--- config.mk ---
export PLATFORM = sky130hd
export DESIGN_NAME = neuron_mac_q8_8
export DESIGN_NICKNAME = d
export VERILOG_FILES = /design/src/rtl/nn_fixed_pkg.sv /design/src/rtl/fixed_round_sat.sv /design/src/rtl/neuron_mac_q8_8.sv
export SDC_FILE = /design/constraint.sdc
export NUM_CORES = 1
export LEC_CHECK = 0
export ABC_AREA = 1
export BUFFER_PORTS_ARGS = -buffer_cell sky130_fd_sc_hd__buf_2
export CORE_MARGIN = 2
export CORE_UTILIZATION = 50
export DETAILED_ROUTE_END_ITERATION = 12
export MAX_ROUTING_LAYER = met4
export PLACE_DENSITY = 0.67
export SYNTH_ARGS = -nofsm -noshare
export SYNTH_HDL_FRONTEND = slang
export SYNTH_SLANG_ARGS = --single-unit
--- constraint.sdc ---
create_clock -name clk -period 4.8 [get_ports clk]
set_input_delay 0.96 -clock clk [delete_from_list [all_inputs] [get_ports clk]]
set_output_delay 0.96 -clock clk [all_outputs]
set_load 0.01 [all_outputs]
--- src/rtl/nn_fixed_pkg.sv ---
// nn_fixed_pkg: shared Q8.8 fixed-point widths, constants, MAC states and saturating helpers.
package nn_fixed_pkg;
    localparam int DATA_WIDTH  = 16;
    localparam int FRACT_WIDTH = 8;
    localparam int ACC_WIDTH   = 32;

    localparam logic [DATA_WIDTH-1:0] ONE = 16'h0100;
    localparam logic signed [ACC_WIDTH:0] HALF_LSB = (ACC_WIDTH+1)'(1 << (FRACT_WIDTH-1));
    localparam logic signed [ACC_WIDTH:0] R_MAX =
        {{(ACC_WIDTH-DATA_WIDTH+2){1'b0}}, {(DATA_WIDTH-1){1'b1}}};
    localparam logic signed [ACC_WIDTH:0] R_MIN =
        {{(ACC_WIDTH-DATA_WIDTH+2){1'b1}}, {(DATA_WIDTH-1){1'b0}}};

    typedef enum logic [1:0] {ST_ACCUM, ST_DRAIN, ST_HOLD} mac_state_e;

    // Returns {overflow, saturated sum}.
    function automatic logic [ACC_WIDTH:0] sat_add(input logic signed [ACC_WIDTH-1:0] a,
                                                   input logic signed [ACC_WIDTH-1:0] b);
        logic signed [ACC_WIDTH:0] s;
        s = {a[ACC_WIDTH-1], a} + {b[ACC_WIDTH-1], b};
        if (s[ACC_WIDTH] != s[ACC_WIDTH-1])
            return {1'b1, s[ACC_WIDTH], {(ACC_WIDTH-1){~s[ACC_WIDTH]}}};
        return {1'b0, s[ACC_WIDTH-1:0]};
    endfunction

    // Returns {clip, clamped value}.
    function automatic logic [DATA_WIDTH:0] clamp(input logic signed [ACC_WIDTH:0] r);
        if (r > R_MAX) return {1'b1, 1'b0, {(DATA_WIDTH-1){1'b1}}};
        if (r < R_MIN) return {1'b1, 1'b1, {(DATA_WIDTH-1){1'b0}}};
        return {1'b0, r[DATA_WIDTH-1:0]};
    endfunction
endpackage

--- src/rtl/fixed_round_sat.sv ---
// fixed_round_sat: rounds a Q.16 accumulator half-up to Q8.8 and clamps it, flagging any clip.
module fixed_round_sat
    import nn_fixed_pkg::*;
(
    input  logic [ACC_WIDTH-1:0]  acc_i,
    output logic [DATA_WIDTH-1:0] data_o,
    output logic                  clip_o
);
    logic signed [ACC_WIDTH:0] rounded;

    // One extra bit so the rounding add cannot wrap at the accumulator limit.
    always_comb begin
        rounded = ($signed({acc_i[ACC_WIDTH-1], acc_i}) + HALF_LSB) >>> FRACT_WIDTH;
        {clip_o, data_o} = clamp(rounded);
    end
endmodule

--- src/rtl/neuron_mac_q8_8.sv ---
// neuron_mac_q8_8: streams (x,w) pairs, accumulates sum(x*w)+bias and emits a rounded, saturated Q8.8 word.
module neuron_mac_q8_8 #(
    parameter int DATA_WIDTH  = nn_fixed_pkg::DATA_WIDTH,
    parameter int FRACT_WIDTH = nn_fixed_pkg::FRACT_WIDTH,
    parameter int ACC_WIDTH   = nn_fixed_pkg::ACC_WIDTH,
    parameter int CNT_WIDTH   = 8
) (
    input  logic                  clk,
    input  logic                  reset_n,
    input  logic                  in_valid,
    output logic                  in_ready,
    input  logic [DATA_WIDTH-1:0] in_x,
    input  logic [DATA_WIDTH-1:0] in_w,
    input  logic [DATA_WIDTH-1:0] in_bias,
    input  logic                  in_last,
    output logic                  out_valid,
    input  logic                  out_ready,
    output logic [DATA_WIDTH-1:0] out_data,
    output logic                  out_sat,
    output logic [CNT_WIDTH-1:0]  out_terms
);
    import nn_fixed_pkg::*;

    mac_state_e              state_q, state_d;
    logic                    drain_q, drain_d, p_vld_q, p_vld_d, first_q, first_d;
    logic                    acc_sat_q, acc_sat_d, out_sat_q, out_sat_d;
    logic [2*DATA_WIDTH-1:0] p_q, p_d;
    logic [ACC_WIDTH-1:0]    acc_q, acc_d, acc_base, add_sum;
    logic [DATA_WIDTH-1:0]   out_data_q, out_data_d, rnd_data;
    logic [CNT_WIDTH-1:0]    cnt_q, cnt_d, out_terms_q, out_terms_d;
    logic                    add_ovf, xfer, take, clip, load;

    fixed_round_sat u_round (.acc_i(acc_q), .data_o(rnd_data), .clip_o(clip));

    assign in_ready  = state_q == ST_ACCUM;
    assign out_valid = state_q == ST_HOLD;
    assign out_data  = out_data_q;
    assign out_sat   = out_sat_q;
    assign out_terms = out_terms_q;

    always_comb begin
        xfer     = in_valid && in_ready;
        take     = out_valid && out_ready;
        // First term seeds the accumulator with the bias aligned to Q.16.
        acc_base = (xfer && first_q)
                 ? {{(ACC_WIDTH-DATA_WIDTH-FRACT_WIDTH){in_bias[DATA_WIDTH-1]}}, in_bias, {FRACT_WIDTH{1'b0}}}
                 : acc_q;
        {add_ovf, add_sum} = sat_add(acc_base, p_q);
        p_d      = xfer ? {{DATA_WIDTH{in_x[DATA_WIDTH-1]}}, in_x} * {{DATA_WIDTH{in_w[DATA_WIDTH-1]}}, in_w} : p_q;
        p_vld_d  = xfer;
        acc_d    = take ? '0 : p_vld_q ? add_sum : acc_base;
        acc_sat_d = take ? 1'b0 : acc_sat_q | (p_vld_q & add_ovf);
        first_d  = take | (first_q & ~xfer);
        cnt_d    = take ? '0 : (xfer && cnt_q != '1) ? cnt_q + 1'b1 : cnt_q;
        drain_d  = state_q == ST_DRAIN;
        load     = state_q == ST_DRAIN && drain_q;
        state_d  = (state_q == ST_ACCUM && xfer && in_last) ? ST_DRAIN
                 : load ? ST_HOLD
                 : take ? ST_ACCUM
                 : state_q;
        out_data_d  = load ? rnd_data : out_data_q;
        out_sat_d   = load ? clip | acc_sat_q : out_sat_q;
        out_terms_d = load ? cnt_q : out_terms_q;
    end

    always_ff @(posedge clk or negedge reset_n) begin
        if (!reset_n) begin
            state_q     <= ST_ACCUM;
            drain_q     <= 1'b0;
            p_vld_q     <= 1'b0;
            first_q     <= 1'b1;
            acc_sat_q   <= 1'b0;
            p_q         <= '0;
            acc_q       <= '0;
            cnt_q       <= '0;
            out_data_q  <= '0;
            out_sat_q   <= 1'b0;
            out_terms_q <= '0;
        end else begin
            state_q     <= state_d;
            drain_q     <= drain_d;
            p_vld_q     <= p_vld_d;
            first_q     <= first_d;
            acc_sat_q   <= acc_sat_d;
            p_q         <= p_d;
            acc_q       <= acc_d;
            cnt_q       <= cnt_d;
            out_data_q  <= out_data_d;
            out_sat_q   <= out_sat_d;
            out_terms_q <= out_terms_d;
        end
    end
endmodule
==> run metrics, run 1 <==
status complete, but fails checks; failing checks negative setup slack; metal2 WL between 20000 and 25000 um; Slowest-stage cell, CP fa_1; post-synthesis sequential element count approximately 100; Worst-Margin Slew 0.915 ns; wire per inst approximately 16 um; number of synthesized flops with an enable pin 0; Register-to-Register Path Depth 20; Layout fillers between 3000 and 4000; worst skew pair latency about 0.36 ns; Simple-Gate Fraction of Synth Area a little under a quarter; wl on met1 around 21000 um; crit share post-route 120%; DRC Markers 0; Post-DP HPWL 39900 um; Data required, critical path 5.05 ns; Avg Cell Area, Syn 7.27 um2; DRT iter0 DRCs around 830; RSZ-0062 raised after global routing true; complex-gate fraction of the synthesized area roughly 7.1%; share of cells above drive strength 1 between 20 and 25%; final wirelength just under 50000 um; Multi-input gate area ~14000 um2; Finish-stage setup viols 24; register area ~2600 um2; xor and xnor area share after synthesis 2.89%; pin count of the biggest net entering global routing 70; worst-case clock buffer depth 2; vias in the first global route 16500; Synth Area in Adders 37.5%; ant diodes 0; Worst setup EP type flop; Synth cell types between 40 and 50; antenna violations before repair 0; synthesis-to-layout area growth 22.3%; Sink Count just over 100; yosys warns 0; Synth area leader fa_1; Min Hold Slack 0.462 ns; antenna-violating nets left 0; syn nets between 2000 and 3000; CTS Hold Bufs 0; top cells by area, synth fa_1 29%, dfrtp_1 14%, nand2_1 14%; Synth Flop Type dfrtp_1; slew margin rel. 39.0%; number of placement rows 69; clock buffers created by TritonCTS 9; final hold viol count 0; Hold Crit Depth 1; main combinational cell family by area after synthesis adder cells; first-pass GRT wire length about 81000 um; cell count along the critical path 23; vias per cell ~5; Buf+Inv Stages, Crit Path 7; max incr delay on CP ~0.56 ns; grt ovf 0; clk_skew approximately 0.014 ns; critical path class primary input to flop; Root Driver clkbuf_16; CP Cell Sequence buf_8 > clkinvlp_4 > buf_6 > nor2_4 > fa_1 > fa_1 > fa_1 > fa_1 > fa_1 > inv_1 > fa_1 > inv_1 > ha_4 > nand2_2 > inv_2 > nand2_2 > inv_1 > a21oi_2 > nand3_2 > a21o_1 > or2_4 > nand3_2 > nand2_1; Vias about 16000; most instantiated library cell after synthesis nand2_1; mux cell area share after synthesis 0%; Worst Path Arrival 6.02 ns; crit path max fanout 6; io pins 80; top cell type's share of synthesized area slightly below 30%; Clock transition at path regs 0.08 ns; Max Freq about 170 MHz; CTS tree built; top layer in use met4; most frequent CP cell fa_1; Post-synth top cells 658 x nand2_1, 608 x inv_1, 263 x fa_1; Die Ht roughly 190 um; Syn Inst Count ~2500; router iterations before antenna repair 6; Total Routing Usage GR between 20% and 30%; starting density of the core between 50% and 60%; MaxCap Viol Count 0; CP delay by family, top adder cells; sequential share of the synthesized area 14.4%; Worst Hold Class flop to flop; final-stage net count a little over 3000; Met3 Wirelength between 1500 and 2000 um; Chip Width 193 um; synthesized area about 18000 um2; DIE AREA 37300 um2; Final GP Congestion 0.973; DP Worst Slack -1.53 ns; minimum clock period approximately 5.8 ns; Final Max Slew Viols 0; asr flop ratio synth between 90% and 100%; Core ar. between 30000 and 40000 um2; H-tree depth 3; crit start category primary input; I/O Buffers around 80; setup ws final -0.961 ns
==> metrics by stage <==
stage / utilization, % / cell area [um2] / std cells / setup TNS (ns)
after floorplan: - / 18700 / 2461 / -19.95
after global placement: 57.4 / 20300 / 3080 / -29.63
after detailed placement: 57.4 / 20300 / 3080 / -31.03
after CTS: 60.5 / 21400 / 3115 / -17.17
after global routing: 61.8 / 21900 / 3121 / -20.52
final: 61.8 / 21900 / 3121 / -16.38
==> final cells by class <==
type	instances	area share [%]
inverter	611	10.5
sequential	103	11.8
multi-input combinational	1663	63.1
clock inverter	7	0.252
clock buffer	9	1.03
timing repair buffer	267	10.7
tap	461	2.64
==> path summary, 6_finish.rpt <==
kind / from / slack [ns] / end
min in group asynchronous: reset_n / 0.74 / acc_q[26]$_DFF_PN0_
setup / recovery: in_w[15] / -0.96 / p_q[25]$_DFFE_PN0P_
hold reg to reg: state_q[1]$_DFFE_PN0P_ / 0.46 / drain_q$_DFF_PN0_
max in group asynchronous: reset_n / 3.04 / first_q$_DFF_PN1_
setup reg to reg: state_q[1]$_DFFE_PN0P_ / 0.89 / acc_q[7]$_DFF_PN0_
hold / removal: state_q[1]$_DFFE_PN0P_ / 0.46 / drain_q$_DFF_PN0_
==> cell families (layout without fill, tap and decap cells) <==
kind of cell | after synthesis | in the layout
AOI/OAI and AO/OA | 227 | 227
xor gates and xnor gates | 59 | 59
adders and majority gates | 379 | 379
buffers and inverters | 695 | 894
DFF | 103 | 103
and+or+nand+nor | 998 | 998
==> metal layers <==
metal	vias to the layer above	GRT usage (%)
met3	81	2.06
met4	0	8.20
met2	393	46.8
met5	-	-
li1	7668	-
met1	7528	33.9
==> sequential cells by signal, indices dropped and copies added, names as in the netlist <==
name / flops
drain_q: 1
out_terms: 8
p_vld_q: 1
p_q: 32
state_q: 2
first_q: 1
cnt_q: 8
out_data: 16
acc_sat_q: 1
out_sat: 1
acc_q: 32
==> worst reg2reg max path, delay by kind of cell, from the launching register on <==
family          cells  cell delay [ns]
flops               1             0.39
compound gates      3             0.52
simple gates       13             1.78
fa+ha+maj           1             0.39
buf+inv             3             0.67
==> cell usage in the layout, fill, tap and decap left out, types with 22 or more instances in the layout <==
master	count
nand2_1	608
inv_1	549
fa_1	239
buf_4	145
nor2_1	118
dfrtp_1	102
nand3_1	90
ha_1	85
a21oi_1	78
inv_2	56
o21ai_0	52
buf_2	51
nand2_2	43
buf_6	43
xnor2_1	33
ha_4	25
or2_2	24
fa_2	24
a21oi_2	23
xor2_1	22
==> repair_timing <==
action	in CTS	in global routing
pin swaps	128	112
setup endpoints to repair	24	25
buffers inserted	21	9
gates resized for setup	203	143
Power of run 1 is not shown: default switching activity piles up to over one toggle a cycle in this logic, so the estimate is an artifact.
==> run 2: changes to the inputs <==
- ABC_AREA: 1 -> 0
- CORE_UTILIZATION: 50 -> 45
- PLACE_DENSITY: 0.67 -> 0.62
==> run 2 against run 1 <==
The run still ends with negative setup slack left. First-iteration DRC count shrank 31%. Core utilization down 4.4 points. Wire length is 19% lower. Design area fell by 6.4%. Setup slack got worse by 0.42 ns. Hold slack better by 0.0086 ns. Register-to-register slack worse by 0.19 ns. Synthesized cell count shrank 25%.
==> run metrics, run 2 <==
Total Routing Usage GR ~22%; post-synthesis sequential element count between 100 and 150; final-stage net count roughly 2500; worst-case clock buffer depth 2; DP Worst Slack -1.92 ns; Finish-stage setup viols 24; Slowest-stage cell, CP fa_1; Chip Width just under 200 um; Avg Cell Area, Syn roughly 9 um2; DRT iter0 DRCs 575; Max Freq about 160 MHz; CTS Hold Bufs 0; top cells by area, synth fa_1 32%, dfrtp_1 16%, ha_1 8.9%; Worst Path Arrival about 6.5 ns; router iterations before antenna repair 5; Synth area leader fa_1; CTS tree built; grt ovf 0; minimum clock period 6.18 ns; status complete, but fails checks; critical path class primary input to flop; Data required, critical path ~5.1 ns; register area around 2600 um2; yosys warns 0; final hold viol count 0; share of cells above drive strength 1 a little over a quarter; Core ar. ~36000 um2; CP Cell Sequence buf_8 > and2_4 > fa_1 > inv_1 > fa_1 > inv_1 > fa_1 > inv_1 > fa_1 > fa_1 > fa_1 > inv_2 > ha_4 > a21o_1 > a21o_1 > a211oi_2 > o21ai_2 > a2111o_1 > o2111ai_4 > a21oi_2 > or3_1 > a31oi_1; Final Max Slew Viols 0; ant diodes 0; clk_skew a little over 0.007 ns; RSZ-0062 raised after global routing true; syn nets 2267; Final GP Congestion just over 0.9; final wirelength about 39000 um; worst skew pair latency about 0.36 ns; io pins 80; crit share post-route 129%; asr flop ratio synth 100%; DIE AREA between 30000 and 40000 um2; max incr delay on CP between 0.5 and 0.6 ns; I/O Buffers between 70 and 80; MaxCap Viol Count 0; Synth cell types between 70 and 80; final core occ between 50% and 60%; Worst-Margin Slew approximately 0.9 ns; vias in the first global route ~14000; starting density of the core 45.9%; Worst Hold Class flop to flop; synthesis-to-layout area growth 25.3%; top cell type's share of synthesized area roughly 32%; DRC Markers 0; Sink Count 103; first-pass GRT wire length about 68000 um; Vias 12800; Post-DP HPWL approximately 33000 um; setup ws final -1.38 ns; Worst setup EP type flop; sequential share of the synthesized area roughly 16%; wire per inst around 15 um; Root Driver clkbuf_16; synthesized area between 15000 and 20000 um2; Die Ht 195 um; crit start category primary input; pin count of the biggest net entering global routing 64; vias per cell 5.01; Synth Flop Type dfrtp_1; failing checks negative setup slack; Layout fillers 3140; slew margin rel. between 40% and 50%; crit path max fanout 5; antenna-violating nets left 0; most instantiated library cell after synthesis inv_1; antenna violations before repair 0; Post-synth top cells 354 x inv_1, 273 x nand2_1, 263 x fa_1; H-tree depth 3; most frequent cells in the layout 317 x inv_1, 254 x nand2_1, 248 x fa_1; most frequent CP cell fa_1; leading cell type in the layout, fill and taps excluded inv_1; number of synthesized flops with an enable pin 0; Syn Inst Count 1835; Min Hold Slack approximately 0.47 ns; Clock transition at path regs 0.07 ns; clock buffers created by TritonCTS 9; Multi-input gate area 13100 um2; number of placement rows just under 70
run 2: cell types whose count changed in the layout (fill, tap and decap cells not counted), moves of 20 or more:
cell,previous run,this run
nand2_1,608,254
nand2_2,43,16
nor2_1,118,69
inv_2,56,36
inv_1,549,317
nand3_1,90,24
and2_1,2,97
a21oi_1,78,45
buf_4,145,194
o21ai_0,52,26
and2_4,0,28
or2_2,24,1
run 2: worst max-delay path: cells and delay by family:
kind,cells,cell delay (ns)
adders and majority gates,7,3.18
AOI/OAI and AO/OA,8,1.51
and+or+nand+nor,2,0.49
buffers and inverters,5,0.30
run 2: routing by layer:
metal | vias up | GRT usage, % | routed length, um
met3 | 54 | 1.80 | 992
met5 | - | - | 0
met2 | 194 | 37.7 | 19100
met4 | 0 | 5.58 | 794
met1 | 6299 | 29.3 | 18500
li1 | 6273 | - | -
run 2: worst paths after layout:
| path | start | endpoint | slack [ns] | cells past startpoint |
|---|---|---|---|---|
| worst min-delay path | out_terms[6]$_DFFE_PN0P_ | out_terms[6]$_DFFE_PN0P_ | 0.47 | 2 |
| worst max-delay path | in_x[13] | p_q[31]$_DFFE_PN0P_ | -1.38 | 22 |
| min in group asynchronous | reset_n | out_data[4]$_DFFE_PN0P_ | 0.69 | 1 |
| worst max register to register | state_q[1]$_DFFE_PN0P_ | acc_q[24]$_DFF_PN0_ | 0.70 | 18 |
| worst min register to register | out_terms[6]$_DFFE_PN0P_ | out_terms[6]$_DFFE_PN0P_ | 0.47 | 2 |
| max in group asynchronous | reset_n | p_q[23]$_DFFE_PN0P_ | 3.11 | 2 |
run 2: layout make-up:
| type | instances | share of cell area (%) |
|---|---|---|
| multi-input combinational | 1314 | 63.8 |
| timing repair buffer | 311 | 12.8 |
| sequential | 103 | 12.6 |
| inverter | 356 | 6.54 |
| tap | 461 | 2.81 |
| clock buffer | 11 | 1.23 |
| clock inverter | 5 | 0.275 |
run 2: kinds of logic (layout without fill, tap and decap cells):
group	Yosys count	count (layout)	synth area share, %
compound gates	256	256	10.8
buf+inv	418	683	9.79
mux	19	19	1.37
xor+xnor	83	83	4.44
flops	103	103	15.8
fa+ha+maj	379	379	41.1
simple gates	577	577	16.8
run 2: per-stage QoR:
step | instance area [um2] | TNS (ns) | std cells
finish | 20500 | -22.49 | 2561
floorplan | 17000 | -22.02 | 1835
detailed placement | 18900 | -35.06 | 2505
global route | 20500 | -27.26 | 2561
CTS | 20100 | -22.57 | 2545
global placement | 18900 | -33.64 | 2505
run 2: repair_timing:
action / CTS / global route
setup endpoints to repair: 24 / 25
resized for setup: 189 / 77
pin swaps: 127 / 85
buffers inserted: 27 / 20
cloned: 2 / 0
Power of run 2 is left out for the same reason.
==> run 3: changes to the inputs <==
- CELL_PAD_IN_SITES_DETAIL_PLACEMENT: default -> 1
- CELL_PAD_IN_SITES_GLOBAL_PLACEMENT: default -> 2
- CORE_UTILIZATION: 45 -> 44
- PLACE_DENSITY: 0.62 -> 0.89
==> run 3 against run 2 <==
The flow still finishes with violations (negative setup slack). Setup slack worse by 0.18 ns. Non-clock buffer count down 2. Global-route usage up 4.5 points. Clock skew up 0.00051 ns. Wire length up 29%. Fmax down 2.9%. Flip-flop and latch count unchanged. Die area up 2.2%. Largest cell class unchanged.
==> run metrics, run 3 (synthesis gave the netlist of run 2 again) <==
reg-to-reg endpoint acc_q[26]$_DFF_PN0_; worst skew pair latency about 0.35 ns; minimum clock period between 6 and 7 ns; CTS Hold Bufs 0; clk_skew approximately 0.0077 ns; share of cells above drive strength 1 a little over a quarter; Post-DP HPWL between 30000 and 40000 um; RSZ-0062 raised after global routing true; Hold Crit Depth 2; antenna-violating nets left 0; ant diodes 0; DP Worst Slack -2.01 ns; Final GP Congestion 0.887; leading cell type in the layout, fill and taps excluded inv_1; synthesis-to-layout area growth 25.3%; vias in the first global route approximately 16000; clock buffers created by TritonCTS 9; r2r startpoint state_q[1]$_DFFE_PN0P_; setup ws final -1.57 ns; MaxCap Viol Count 0; number of placement rows 70; Worst Hold Class flop to flop; starting density of the core between 40% and 50%; pin count of the biggest net entering global routing slightly below 70; vias per cell about 5.3; Max Freq about 160 MHz; final-stage net count ~2500; router iterations before antenna repair 5; H-tree depth 3; Worst R2R Setup Slack 0.60 ns; failing checks negative setup slack; Root Driver clkbuf_16; worst-case clock buffer depth 2; DIE AREA ~39000 um2; grt ovf 0; slew margin rel. about two fifths; final instance area roughly 20000 um2; top layer in use met4; Clock transition at path regs about 0.07 ns; DRT iter0 DRCs between 500 and 600; crit start category primary input; Sink Count a little over 100; Cell Area, Placed 18900 um2; Vias about 14000; metal2 WL 26500 um; Register-to-Register Path Depth 18; Worst setup EP type flop; Finish-stage setup viols 25; I/O Buffers about 80; Hold EP out_terms[6]$_DFFE_PN0P_; status complete, but fails checks; crit path max fanout 5; io pins 80; DRC Markers 0; Worst-Margin Slew 0.894 ns; final wirelength 50700 um; Die Ht between 150 and 200 um; Worst Path Arrival ~6.6 ns; Final Max Slew Viols 0; hold_sp out_terms[6]$_DFFE_PN0P_; wire per inst 19.8 um; CTS tree built; antenna violations before repair 0; Met3 Wirelength 1440 um; Core ar. ~37000 um2; Chip Width a little under 200 um; final hold viol count 0; wl on met1 around 21000 um; Data required, critical path around 5 ns; critical path class primary input to flop; first-pass GRT wire length roughly 80000 um; Total Routing Usage GR about 27%; crit share post-route 133%; most frequent cells in the layout 304 x inv_1, 256 x nand2_1, 242 x fa_1
## run 3: final cells by class
type | instances | area (um2)
Fill cell | 4182 | 16100
Clock inverter | 3 | 42.5
Sequential cell | 103 | 2580
Multi-Input combinational cell | 1314 | 13100
Tap cell | 468 | 586
Clock buffer | 13 | 250
Inverter | 356 | 1340
Timing Repair Buffer | 309 | 2600
## run 3: routing by layer
layer	track usage (%)	vias up
li1	-	6259
met1	32.0	6865
met2	48.4	328
met3	1.92	110
met4	8.80	0
met5	-	-
## run 3: timing repair
action,in CTS,in global routing
buffers inserted,31,23
gates cloned,1,0
setup endpoints to repair,23,24
pin swaps,101,64
gates resized for setup,195,94
hold endpoints to repair,0,0
## run 3: through the flow
step	hold slack [ns]	setup TNS [ns]	utilization, %	std cells
global route	0.487	-31.41	56.0	2566
floorplan	0.445	-22.02	-	1835
global placement	0.452	-33.35	51.8	2512
CTS	0.475	-24.06	54.9	2555
detailed placement	0.460	-37.13	51.8	2512
finish	0.469	-28.12	56.0	2566
## run 3: critical path, cell delays in order
cell	delay, ns
buf_8	0.10
and2_4	0.15
fa_1	0.55
inv_2	0.04
fa_1	0.49
inv_2	0.04
fa_1	0.49
inv_2	0.04
fa_1	0.56
fa_1	0.46
fa_1	0.55
inv_2	0.05
ha_4	0.22
a21o_1	0.20
a21o_1	0.18
a211oi_2	0.26
o21ai_2	0.09
a2111o_1	0.37
o2111ai_4	0.24
a21oi_2	0.09
or3_1	0.34
a31oi_1	0.16
## run 3: how the worst max path moves through the flow
stage | start | to | depth (start not counted)
5_1_grt | in_w[3] | p_q[31]$_DFFE_PN0P_ | 22
4_1_cts | in_x[13] | p_q[31]$_DFFE_PN0P_ | 22
2_1_floorplan | in_w[2] | p_q[31]$_DFFE_PN0P_ | 22
3_3_place_gp | in_x[8] | p_q[31]$_DFFE_PN0P_ | 22
3_5_place_dp | in_x[6] | p_q[31]$_DFFE_PN0P_ | 22
6_report | in_w[3] | p_q[31]$_DFFE_PN0P_ | 22
Power of run 3 is left out for the same reason.
